<file path="src/rtl/pal_pkg.sv">
// Shared PAL definitions: loader FSM states, byte width and the config-length
// formula used by both the PAL fabric and its loader.
package pal_pkg;

  localparam int BYTE_W = 8;

  typedef enum logic [2:0] {
    S_IDLE  = 3'd0,
    S_LOAD  = 3'd1,
    S_SHIFT = 3'd2,
    S_APPLY = 3'd3,
    S_DONE  = 3'd4
  } state_e;

  // AND-plane (true and complement per input, per term) plus OR-plane bits.
  function automatic int pal_cfg_len(input int n, input int m, input int p);
    return 2 * n * p + p * m;
  endfunction

endpackage

</file>
<file path="src/rtl/pal_cfg_shifter.sv">
// Byte-wide parallel-load right shifter. Presents one registered bit per cycle
// for nbits_i cycles after a load and flags the final bit of the byte.
module pal_cfg_shifter
  import pal_pkg::*;
(
  input  logic              clk_i,
  input  logic              rst_ni,
  input  logic              load_i,
  input  logic [BYTE_W-1:0] din_i,
  input  logic [3:0]        nbits_i,
  output logic              bit_o,
  output logic              shift_o,
  output logic              last_o
);

  logic [BYTE_W-1:0] sh_q;
  logic [2:0]        cnt_q;
  logic              bit_q;
  logic              vld_q;

  // cnt_q counts bits still to present after the one currently on bit_o.
  always_ff @(posedge clk_i or negedge rst_ni) begin
    if (!rst_ni) begin
      sh_q  <= {BYTE_W{1'b0}};
      cnt_q <= 3'd0;
      bit_q <= 1'b0;
      vld_q <= 1'b0;
    end else if (load_i) begin
      sh_q  <= din_i >> 1;
      cnt_q <= 3'(nbits_i - 4'd1);
      bit_q <= din_i[0];
      vld_q <= 1'b1;
    end else if (vld_q && (cnt_q != 3'd0)) begin
      sh_q  <= sh_q >> 1;
      cnt_q <= cnt_q - 3'd1;
      bit_q <= sh_q[0];
      vld_q <= 1'b1;
    end else begin
      sh_q  <= sh_q;
      cnt_q <= 3'd0;
      bit_q <= 1'b0;
      vld_q <= 1'b0;
    end
  end

  assign bit_o   = bit_q;
  assign shift_o = vld_q;
  assign last_o  = vld_q && (cnt_q == 3'd0);

endmodule

</file>
<file path="src/rtl/pal_cfg_loader.sv">
// PAL configuration loader: takes bytes over valid/ready, serialises them
// LSB-first onto the config chain and strobes apply after the final bit.
module pal_cfg_loader
  import pal_pkg::*;
#(
  parameter int N = 8,
  parameter int M = 4,
  parameter int P = 14
) (
  input  logic              CLK,
  input  logic              RES_N,
  input  logic              START,
  input  logic [BYTE_W-1:0] DIN,
  input  logic              DIN_VALID,
  output logic              DIN_READY,
  output logic              CFG_BIT,
  output logic              CFG_SHIFT,
  output logic              CFG_APPLY,
  output logic              BUSY,
  output logic              DONE
);

  localparam int CFG_LEN = pal_cfg_len(N, M, P);
  localparam int CNT_W   = $clog2(CFG_LEN + 1);

  state_e           state_q;
  logic [CNT_W-1:0] rem_q;
  logic             ready_q;
  logic             apply_q;
  logic             busy_q;
  logic             done_q;

  logic             byte_xfer;
  logic [3:0]       nbits;
  logic             last_bit;

  // Final byte may be partial: only the remaining bit count is shifted.
  always_comb begin
    byte_xfer = (state_q == S_LOAD) && ready_q && DIN_VALID;
    if (rem_q >= CNT_W'(BYTE_W)) begin
      nbits = 4'(BYTE_W);
    end else begin
      nbits = 4'(rem_q);
    end
  end

  // Control FSM with all handshake and status outputs registered.
  always_ff @(posedge CLK or negedge RES_N) begin
    if (!RES_N) begin
      state_q <= S_IDLE;
      rem_q   <= {CNT_W{1'b0}};
      ready_q <= 1'b0;
      apply_q <= 1'b0;
      busy_q  <= 1'b0;
      done_q  <= 1'b0;
    end else begin
      case (state_q)
        S_IDLE, S_DONE: begin
          if (START) begin
            state_q <= S_LOAD;
            rem_q   <= CNT_W'(CFG_LEN);
            ready_q <= 1'b1;
            busy_q  <= 1'b1;
            done_q  <= 1'b0;
          end else begin
            state_q <= state_q;
          end
        end
        S_LOAD: begin
          if (byte_xfer) begin
            state_q <= S_SHIFT;
            ready_q <= 1'b0;
          end else begin
            state_q <= S_LOAD;
          end
        end
        S_SHIFT: begin
          rem_q <= rem_q - CNT_W'(1);
          if (last_bit && (rem_q == CNT_W'(1))) begin
            state_q <= S_APPLY;
            apply_q <= 1'b1;
          end else if (last_bit) begin
            state_q <= S_LOAD;
            ready_q <= 1'b1;
          end else begin
            state_q <= S_SHIFT;
          end
        end
        S_APPLY: begin
          state_q <= S_DONE;
          apply_q <= 1'b0;
          busy_q  <= 1'b0;
          done_q  <= 1'b1;
        end
        default: begin
          state_q <= S_IDLE;
          rem_q   <= {CNT_W{1'b0}};
          ready_q <= 1'b0;
          apply_q <= 1'b0;
          busy_q  <= 1'b0;
          done_q  <= 1'b0;
        end
      endcase
    end
  end

  pal_cfg_shifter u_shifter (
    .clk_i   (CLK),
    .rst_ni  (RES_N),
    .load_i  (byte_xfer),
    .din_i   (DIN),
    .nbits_i (nbits),
    .bit_o   (CFG_BIT),
    .shift_o (CFG_SHIFT),
    .last_o  (last_bit)
  );

  assign DIN_READY = ready_q;
  assign CFG_APPLY = apply_q;
  assign BUSY      = busy_q;
  assign DONE      = done_q;

endmodule

</file>
<file path="config.mk">
export PLATFORM = sky130hd
export DESIGN_NAME = pal_cfg_loader
export DESIGN_NICKNAME = d
export VERILOG_FILES = /design/src/rtl/pal_pkg.sv /design/src/rtl/pal_cfg_shifter.sv /design/src/rtl/pal_cfg_loader.sv
export SDC_FILE = /design/constraint.sdc
export NUM_CORES = 1
export LEC_CHECK = 0
export ABC_AREA = 1
export BUFFER_PORTS_ARGS = -buffer_cell sky130_fd_sc_hd__buf_4
export CAP_MARGIN = 20
export CORE_AREA = 2 2 82 68
export DETAILED_ROUTE_END_ITERATION = 8
export DIE_AREA = 0 0 84 70
export HOLD_SLACK_MARGIN = 0.05
export PLACE_DENSITY = 0.44
export SYNTH_ARGS = -nofsm -noshare
export SYNTH_HDL_FRONTEND = slang
export SYNTH_SLANG_ARGS = --single-unit
</file>
<file path="constraint.sdc">
create_clock -name CLK -period 1.6 [get_ports CLK]
set_clock_uncertainty 0.05 [all_clocks]
set_input_delay 0 -clock CLK [delete_from_list [all_inputs] [get_ports CLK]]
set_output_delay 0 -clock CLK [all_outputs]
set_load 0.05 [all_outputs]
</file>
==> metrics.csv, run 1 <==
stage,metric,value,unit
global_routing,met3_usage,3.073,%
route,wl_per_cell,11.14,µm
timing,fin_hold_ws,0.1093,ns
worst_setup_path,crit_arrival,1.61,ns
cells_and_area,seq_area,700.7,µm²
yosys,ys_warn_count,0,
cells_and_area,syn2layout_area_growth,27.82,%
global_routing,antenna_found_initial,0,
power,p_clk_share,11.7,%
worst_setup_path,critical_path_class,register to register,
worst_setup_path,path_cells,nor2_1 -> nand2_1 -> nor2_2 -> nand2_1 -> ha_1 -> inv_1 -> nand2_1 -> nand3_2 -> o21ai_2,
placement,place_ws,0.05304,ns
yosys,ys_seq_elements,28,
yosys,netlist_top_cells_area,"dfrtp_1 47%, nand2_1 13%, nand3_1 6.1%",
power,power.share.sequential,34.4,%
global_routing,use_met2,19.38,%
placement,gp_congestion,0.7205,
clock_network,cts_root_buffer,clkbuf_8,
clock_network,htree_levels,1,
yosys,syn_inst,185,
global_routing,gr-total-overflow,0,
power,power.density,1801,mW/mm²
cells_and_area,nets,242,
cells_and_area,final_cell_mix,"53 x nand2_1, 28 x dfrtp_1, 26 x buf_4",
power,p_switching,1585,µW
timing,slew_violations,0,
clock_network,clkTransAtPathRegs,0.11,ns
yosys,syn-num-nets,202,
worst_setup_path,cp_max_fo,4,
global_routing,grt_pass1_wl,5878,µm
yosys,synthAdderAreaFrac,4.216,%
yosys,netlist_area,0.001484,mm²
route,vias,1263,
worst_setup_path,start_kind,register,
global_routing,grt_usage,12.25,%
timing,maxSlewHeadroom,75.21,%
worst_setup_path,path_buf_inv,1,
cells_and_area,stdcell_area,0.001897,mm²
yosys,synth_seq_area_share,47.22,%
clock_network,clock_path_buffers,2,
floorplan,start_util,28.56,%
power,combinationalPowerShare,53.9,%
clock_network,worstSkewPairLatency,0.28,ns
power,ir_worst_vdd,0.7215,mV
global_routing,grt_max_degree,29,
worst_setup_path,critical-path-top-delay-family,simple AND/OR/NAND/NOR gates,
worst_setup_path,cpMostUsedCell,nand2_1,
clock_network,cts_tree,yes,
global_routing,grt_pass1_vias,1245,
route,drtIter0Drc,48,
run,max_cap_violations,0,
cells_and_area,nFillCells,536,
timing,hold_viol,0,
cells_and_area,final_common_cell,nand2_1,
route,wl,3208,µm
floorplan,die_area,0.005880,mm²
timing,period_minus_slack,1.484,ns
yosys,synth_xor_area_share,1.180,%
timing,fin_crit_sh,92.76,%
clock_network,cts_sinks,28,
global_routing,use_met1,17.25,%
placement,hpwlAfterDp,2290,µm
timing,fmax,673.8,MHz
power,p_leak,0.0009607,µW
floorplan,core_area,0.005195,mm²
route,via_per_inst,4.385,
yosys,yosys-mux-area-fraction,0,%
clock_network,cts_buffers,3,
power,p_int,1831,µW
timing,setup_tns,0,ns
timing,timing.final.ws_setup,0.1159,ns
power,p_sw_share,46.41,%
power,finalPower,3416,µW
timing,worst_slew_pin_slew,0.3719,ns
floorplan,num_rows,24,
yosys,synthSimpleGateAreaFrac,30.35,%
floorplan,die_h,70,µm
hold_path,worstHoldPathType,primary input to asynchronous set/reset pin,
floorplan,pin_count,18,
yosys,synth.avg_cell_area,8.021,µm²
placement,post_dp_cell_area,0.001745,mm²
placement,portBuffers,17,
timing,setup_violations,0,
worst_setup_path,cp-end-kind,register,
yosys,ys_types,25,
outcome,status,completed,
cells_and_area,drive_gt1_share,20.63,%
timing,rsz0062_at_grt,false,
worst_setup_path,critPathRequiredTime,1.72,ns
yosys,synth_top_family_by_area,simple AND/OR/NAND/NOR gates,
floorplan,fp.dieW,84,µm
worst_setup_path,slowest_delay,0.39,ns
cells_and_area,antenna_cells,0,
route,firstDrtPassIters,4,
yosys,synth_top_area_share,47.22,%
yosys,synth_top_area_cell,dfrtp_1,
cells_and_area,multi_input_area,670.6,µm²
global_routing,top_usage_layer,met2,
route,antenna_left,0,
yosys,synth_compound_area_share,8.769,%
worst_setup_path,slowest_stage,dfrtp_1,
route,remaining_drc_errors,0,
## sequential cells by signal (all words and copies together), names as in the netlist
register,flops
CFG_APPLY,1
u_shifter.sh_q,7
DIN_READY,1
u_shifter.cnt_q,3
DONE,1
state_q,3
u_shifter.bit_o,1
rem_q,9
BUSY,1
u_shifter.shift_o,1
## cell families after synthesis
logic type      after synthesis
xor+xnor                      2
flops                        28
compound gates               22
buf+inv                      29
fa+ha+maj                     5
simple gates                 99
## Yosys cell counts (all sizes together)
library cell and number:
o22ai 3, a22oi 2, xor2 1, ha 5
nand3 20, buf 1, a21oi 5, nor2 21
nor3 2, xnor2 1, o211ai 1, dfrtp 28
inv 28, nand4 1, o21ai 11, nand2 55
## metrics by stage
step	util, %	cells
2_1_floorplan	-	185
3_3_place_gp	33.60	275
3_5_place_dp	33.60	275
4_1_cts	36.32	288
5_1_grt	36.51	288
6_report	36.51	288
## worst register-to-register path, delay by kind of cell (launching register included)
family / cells / cell delay [ns]
AO/OA/AOI/OAI: 1 / 0.05
adder cells (fa/ha/maj): 1 / 0.20
buffers and inverters: 1 / 0.05
flip-flops: 1 / 0.39
AND/OR/NAND/NOR: 6 / 0.62
## area by class of cell
cell class	count	area share [%]
sequential	28	36.94
multi-input combinational	128	35.36
timing repair buffer	36	15.57
inverter	28	5.673
tap	65	4.288
clock buffer	3	2.177
## routing by layer
layer / vias up / routed length, µm
li1: 667 / -
met1: 574 / 1636
met2: 20 / 1422
met3: 2 / 133
met4: 0 / 15
met5: - / 0
## what timing repair did
| item | in CTS | in global routing |
|---|---|---|
| hold endpoints to repair | 38 | 0 |
| hold buffers | 10 | 0 |
| buffers inserted | 0 | 0 |
| resized for setup | 0 | 3 |
| setup endpoints to repair | 0 | 9 |
## power by group through the flow
stage                     registers, µW  logic, µW  clock network [µW]
final                              1180       1840                 400
after global routing               1220       2140                 438
after CTS                          1180       1830                 419
after detailed placement           1190       1800                   0
after global placement             1200       1830                   0
after floorplan                    1350       1120                   0
## path summary, 6_finish.rpt
path | start | end | slack, ns | cells past startpoint
min in group CLK | DIN_VALID | state_q[1]$_DFFE_PN0P_ | 0.11 | 5
worst min-delay path | RES_N | BUSY$_DFFE_PN0P_ | 0.11 | 2
max in group asynchronous | RES_N | u_shifter.cnt_q[1]$_DFF_PN0_ | 1.10 | 2
worst max register to register | rem_q[3]$_DFFE_PN0P_ | u_shifter.cnt_q[2]$_DFF_PN0_ | 0.12 | 9
worst min register to register | u_shifter.cnt_q[0]$_DFF_PN0_ | u_shifter.cnt_q[0]$_DFF_PN0_ | 0.42 | 1
worst max-delay path | rem_q[3]$_DFFE_PN0P_ | u_shifter.cnt_q[2]$_DFF_PN0_ | 0.12 | 9
Note: power is estimated with default switching activity, not from simulation.
==> run 2, diff against run 1 <==
Settings changed: CORE_AREA 2 2 82 68 to 2 2 72 60, DIE_AREA 0 0 84 70 to 0 0 74 62, PLACE_DENSITY 0.44 to 0.59.
==> run 2 against run 1 <==
  * Critical path depth is 1 lower
  * Sequential share of layout area is 0.25 points higher
  * Cell count is 3.8% lower
  * Routed wire length is 5.4% lower
  * Sequential power hardly changed
  * Hold slack better by 0.0083 ns
  * Combinational power is 2% lower
  * Register-to-register slack worse by 0.02 ns
  * Design area is 0.66% lower
  * Power is 3.5% higher
  * Critical endpoint is now u_shifter.sh_q[4]$_DFFE_PN0P_
==> metrics.csv, run 2 (synthesis results as in run 1) <==
stage,metric,value,unit
cells_and_area,stdcell_area,0.001884,mm²
cells_and_area,antenna_cells,0,
cells_and_area,final_common_cell,nand2_1,
clock_network,worstSkewPairLatency,0.28,ns
placement,post_dp_cell_area,0.001705,mm²
floorplan,pin_count,18,
timing,period_minus_slack,1.502,ns
placement,portBuffers,17,
cells_and_area,syn2layout_area_growth,26.98,%
global_routing,grt_pass1_wl,5188,µm
global_routing,grt_usage,15.02,%
clock_network,clock_path_buffers,2,
route,remaining_drc_errors,0,
worst_setup_path,critical_path_class,register to register,
timing,worst_slew_pin_slew,0.3535,ns
power,power.density,1876,mW/mm²
worst_setup_path,path_buf_inv,2,
floorplan,die_area,0.004588,mm²
timing,fmax,665.8,MHz
clock_network,cts_root_buffer,clkbuf_8,
route,wl_per_cell,10.95,µm
timing,setup_tns,0,ns
worst_setup_path,slowest_delay,0.35,ns
cells_and_area,reg_top3,"rem_q x9, u_shifter.sh_q x7",
floorplan,core_area,0.003968,mm²
global_routing,gr-total-overflow,0,
cells_and_area,nets,238,
clock_network,clkTransAtPathRegs,0.10,ns
global_routing,grt_max_degree,29,
worst_setup_path,critical-path-top-delay-family,simple AND/OR/NAND/NOR gates,
worst_setup_path,reg2regPathDepth,8,
timing,fin_crit_sh,93.87,%
placement,gp_congestion,0.8386,
cells_and_area,drive_gt1_share,19.55,%
floorplan,start_util,37.40,%
clock_network,post-cts-setup-buffers,0,
timing,maxSlewHeadroom,76.43,%
worst_setup_path,cp-end-kind,register,
worst_setup_path,r2r_slack,0.1,ns
run,max_cap_violations,0,
worst_setup_path,reg2reg_to,u_shifter.sh_q[4]$_DFFE_PN0P_,
route,via_per_inst,4.495,
power,p_leak,0.0009568,µW
clock_network,cts_buffers,3,
route,vias,1245,
hold_path,worstHoldPathType,primary input to asynchronous set/reset pin,
route,wl,3034,µm
worst_setup_path,crit_arrival,1.67,ns
placement,hpwlAfterDp,2182,µm
timing,slew_violations,0,
worst_setup_path,cpMostUsedCell,ha_1,
floorplan,fp.dieW,74,µm
worst_setup_path,slowest_stage,dfrtp_1,
power,finalPower,3536,µW
clock_network,cts_sinks,28,
global_routing,antenna_found_initial,0,
timing,hold_viol,0,
cells_and_area,top_register,rem_q,
clock_network,cts_tree,yes,
worst_setup_path,cp_max_fo,6,
power,ir_worst_vdd,0.9240,mV
timing,setup_violations,0,
clock_network,htree_levels,1,
worst_setup_path,r2r_start,u_shifter.cnt_q[0]$_DFF_PN0_,
worst_setup_path,critPathRequiredTime,1.77,ns
floorplan,die_h,62,µm
route,antenna_left,0,
global_routing,grt_pass1_vias,1144,
worst_setup_path,start_kind,register,
worst_setup_path,path_cells,inv_1 -> ha_1 -> ha_1 -> nor2_2 -> nand2_2 -> inv_2 -> nand2_1 -> nand3_1,
route,drtIter0Drc,35,
floorplan,num_rows,21,
cells_and_area,final_cell_mix,"53 x nand2_1, 28 x dfrtp_1, 22 x inv_1, 22 x buf_4",
outcome,status,completed,
route,firstDrtPassIters,4,
cells_and_area,largest_reg_flops,9,
-- run 2: cell types whose count changed in the layout (fill, tap and decap cells not counted) --
cell       change
bufinv_16      +1
nor2_1         +1
nor2_4         -1
nor3_1         -1
nor3_2         +1
buf_4          -4
-- run 2: worst max path at each step --
stage,startpoint,to,slack [ns],cells past startpoint
6_report,u_shifter.cnt_q[0]$_DFF_PN0_,u_shifter.sh_q[4]$_DFFE_PN0P_,0.1,8
5_1_grt,u_shifter.cnt_q[0]$_DFF_PN0_,u_shifter.sh_q[4]$_DFFE_PN0P_,-0.01,8
4_1_cts,u_shifter.cnt_q[0]$_DFF_PN0_,u_shifter.sh_q[4]$_DFFE_PN0P_,0.02,8
3_5_place_dp,u_shifter.cnt_q[0]$_DFF_PN0_,u_shifter.sh_q[4]$_DFFE_PN0P_,0.05,8
3_3_place_gp,u_shifter.cnt_q[0]$_DFF_PN0_,u_shifter.sh_q[4]$_DFFE_PN0P_,0.07,8
2_1_floorplan,u_shifter.cnt_q[0]$_DFF_PN0_,u_shifter.sh_q[0]$_DFFE_PN0P_,0.19,8
-- run 2: metal layers --
metal | vias to the layer above | GRT usage (%) | routed length (µm)
met5 | - | 0 | 0
met4 | 0 | 3.896 | 27
met3 | 2 | 2.903 | 66
met2 | 12 | 23.34 | 1305
met1 | 567 | 21.72 | 1633
li1 | 664 | - | -
-- run 2: area by class of cell --
type	instances	area [µm²]
fill	406	2083
clock buffer	3	41.29
multi-input combinational	128	668.1
sequential	28	700.7
clock inverter	1	30.03
tap	57	71.32
timing repair buffer	32	265.3
inverter	28	107.6
-- run 2: stage by stage --
stage,worst slack [ns],cells,util (%),hold WS [ns]
finish,0.09806,277,47.49,0.1176
global route,-0.01301,277,47.49,0.1610
CTS,0.02162,277,47.30,0.1154
detailed placement,0.05182,263,42.98,-0.1080
global placement,0.06521,263,42.98,-0.1006
floorplan,0.1888,185,-,-0.3456
-- run 2: timing repair --
item	in CTS	in global routing
endpoints found under the hold margin	38	0
hold buffers	10	0
endpoints found under the setup margin	0	8
resized for setup	0	2
-- run 2: power breakdown --
| group | switching [µW] | internal (µW) | total, µW |
|---|---|---|---|
| logic | 1140 | 654 | 1800 |
| registers | 195 | 986 | 1180 |
| clock network | 221 | 335 | 556 |
==> run 3, diff against run 2 <==
Settings changed: ABC_AREA 1 to unset.
==> run 3 against run 2 <==
  * The run now ends with negative setup slack left
  * Routed wire length grew 12%
  * First-iteration DRC count is 120% higher
  * Clock-buffer cell count is the same
  * Setup slack worse by 0.10 ns
  * Cell count fell by 4.3%
  * Die area did not move
  * Via count is 8.1% higher
==> metrics.csv, run 3 <==
stage,metric,value,unit
clock_network,worstSkewPairLatency,0.27,ns
cells_and_area,final_common_cell,buf_4,
worst_setup_path,cp_max_fo,5,
floorplan,die_area,0.004588,mm²
yosys,synth_edf_count,0,
floorplan,start_util,37.50,%
route,drtIter0Drc,76,
cells_and_area,top_register,rem_q,
clock_network,cts_tree,yes,
worst_setup_path,slowest_stage,dfrtp_1,
clock_network,cts_sinks,28,
yosys,ys_warn_count,0,
route,remaining_drc_errors,0,
clock_network,clkTransAtPathRegs,0.10,ns
cells_and_area,nFillCells,359,
route,firstDrtPassIters,4,
timing,setup_tns,-0.005973,ns
floorplan,die_h,62,µm
yosys,synth_top_area_share,47.10,%
worst_setup_path,crit_arrival,1.72,ns
outcome,violations,negative setup slack,
yosys,synth_seq_area_share,47.10,%
yosys,synth_top_flop_cell,dfrtp_1,
cells_and_area,stdcell_area,0.002097,mm²
yosys,netlist_top_cells_area,"dfrtp_1 47%, o21ai_0 6.4%, nand2_1 5.6%",
placement,gp_congestion,0.8349,
floorplan,num_rows,21,
global_routing,grt_usage,16.23,%
timing,worst_slew_pin_slew,0.6078,ns
timing,hold_viol,0,
yosys,synth_top_area_cell,dfrtp_1,
worst_setup_path,critPathRequiredTime,1.72,ns
timing,slew_violations,0,
yosys,syn_inst,159,
route,via_per_inst,5.079,
timing,maxSlewHeadroom,59.17,%
placement,hpwlAfterDp,2456,µm
yosys,synth.avg_cell_area,9.356,µm²
timing,rsz0062_at_grt,true,
global_routing,gr-total-overflow,0,
timing,setup_violations,1,
cells_and_area,largest_reg_flops,9,
route,antenna_left,0,
placement,place_ws,-0.04716,ns
yosys,netlist_area,0.001488,mm²
floorplan,pin_count,18,
power,ir_worst_vdd,0.9188,mV
yosys,async_flop_share,100.0,%
route,wl_per_cell,12.87,µm
timing,period_minus_slack,1.606,ns
clock_network,cts_root_buffer,clkbuf_8,
global_routing,met3_usage,1.935,%
cells_and_area,antenna_cells,0,
yosys,syn-num-nets,176,
cells_and_area,drive_gt1_share,29.81,%
yosys,synth.most_common_cell,dfrtp_1,
worst_setup_path,cp-end-kind,register,
cells_and_area,final_cell_mix,"40 x buf_4, 26 x dfrtp_1, 22 x nand2_1",
power,power.density,1653,mW/mm²
yosys,synth_top_cells_by_count,"28 x dfrtp_1, 22 x nand2_1, 19 x o21ai_0, 13 x nor2_1, 8 x inv_1",
clock_network,htree_levels,1,
run,max_cap_violations,0,
global_routing,use_met2,24.74,%
timing,fmax,622.7,MHz
timing,fin_crit_sh,100.4,%
hold_path,worstHoldPathType,primary input to register,
worst_setup_path,path_cells,buf_4 -> or3b_4 -> nor4b_4 -> xnor2_1 -> nor2_2,
global_routing,grt_max_degree,29,
cells_and_area,syn2layout_area_growth,40.96,%
worst_setup_path,start_kind,register,
worst_setup_path,critical_path_class,register to register,
yosys,ys_types,34,
timing,timing.final.ws_setup,-0.005973,ns
power,p_leak,0.0009814,µW
placement,post_dp_cell_area,0.001842,mm²
cells_and_area,utilization,52.85,%
floorplan,fp.dieW,74,µm
worst_setup_path,slowest_delay,0.42,ns
yosys,ys_seq_elements,28,
global_routing,grt_pass1_vias,1253,
cells_and_area,nets,226,
route,vias,1346,
global_routing,use_met1,24.04,%
global_routing,grt_pass1_wl,5809,µm
route,wl,3410,µm
clock_network,cts_buffers,3,
cells_and_area,reg_top3,"rem_q x9, u_shifter.sh_q x7",
timing,fin_hold_ws,0.07925,ns
placement,portBuffers,17,
outcome,status,"complete, but fails checks",
global_routing,antenna_found_initial,0,
floorplan,core_area,0.003968,mm²
global_routing,top_usage_layer,met2,
clock_network,clock_path_buffers,2,
[run 3: cell types whose count changed after synthesis, sizes merged, moves of 4 or more]
cell    change
nand3      -14
mux2i       +7
nor2        -7
o21ai      +10
nand2      -33
nor4        +4
inv        -20
or3         +4
clkbuf      +4
[run 3: logic make-up after synthesis]
family                   Yosys count  share of synthesized area [%]
multiplexers                       7                          4.710
adder cells (fa/ha/maj)            5                          4.205
buffers and inverters             14                          3.700
AO/OA/AOI/OAI                     33                          13.20
AND/OR/NAND/NOR                   67                          24.14
XOR/XNOR                           5                          2.944
flip-flops                        28                          47.10
[run 3: critical path: cells and delay by family (launching register included)]
family                    cells  cell delay [ns]
xor gates and xnor gates      1             0.17
buffers and inverters         1             0.17
DFF                           1             0.42
and+or+nand+nor               3             0.69
[run 3: repair_timing]
action	CTS	global route
hold endpoints to repair	39	0
pin swaps	4	1
gates resized for setup	6	13
setup endpoints to repair	5	17
hold buffers	10	0
setup buffers	2	0
[run 3: layout make-up]
cell class	instances	area, µm²	share of cell area, %
Clock inverter	1	30.03	1.432
Timing Repair Buffer	51	420.4	20.05
Multi-Input combinational cell	117	800.8	38.19
Tap cell	57	71.32	3.401
Clock buffer	3	41.29	1.969
Sequential cell	28	703.2	33.53
Inverter	8	30.03	1.432
[run 3: power by group]
part           internal [µW]  leakage [µW]  switching, µW  total (µW)
clock network            335     0.0000357            220         555
logic                    787      0.000591            944        1730
registers                957      0.000355            224        1180
total                   2080      0.000981           1390        3470
[run 3: per-layer routing]
layer | part of all wire (%) | vias up | routed length (µm)
met4 | 1.2 | 0 | 42
met5 | 0 | - | 0
met3 | 2.0 | 4 | 68
li1 | - | 657 | -
met1 | 51 | 663 | 1727
met2 | 46 | 22 | 1571
[run 3: through the flow]
stage               power, µW  instances
CTS                      3361        265
floorplan                2115        159
finish                   3467        265
detailed placement       2728        249
global route             3724        265
global placement         2680        249
[run 3: worst paths after layout]
check                                        startpoint                           end  slack (ns)  depth (start not counted)
hold / removal                                DIN_VALID         DIN_READY$_DFFE_PN0P_        0.08                          5
setup / recovery                   rem_q[2]$_DFFE_PN0P_          rem_q[6]$_DFFE_PN0P_      -0.006                          5
hold reg to reg            u_shifter.cnt_q[0]$_DFF_PN0_  u_shifter.cnt_q[0]$_DFF_PN0_        0.42                          1
setup reg to reg                   rem_q[2]$_DFFE_PN0P_          rem_q[6]$_DFFE_PN0P_      -0.006                          5
min in group asynchronous                         RES_N              DONE$_DFFE_PN0P_        0.12                          2
max in group asynchronous                         RES_N          rem_q[5]$_DFFE_PN0P_        1.08                          2
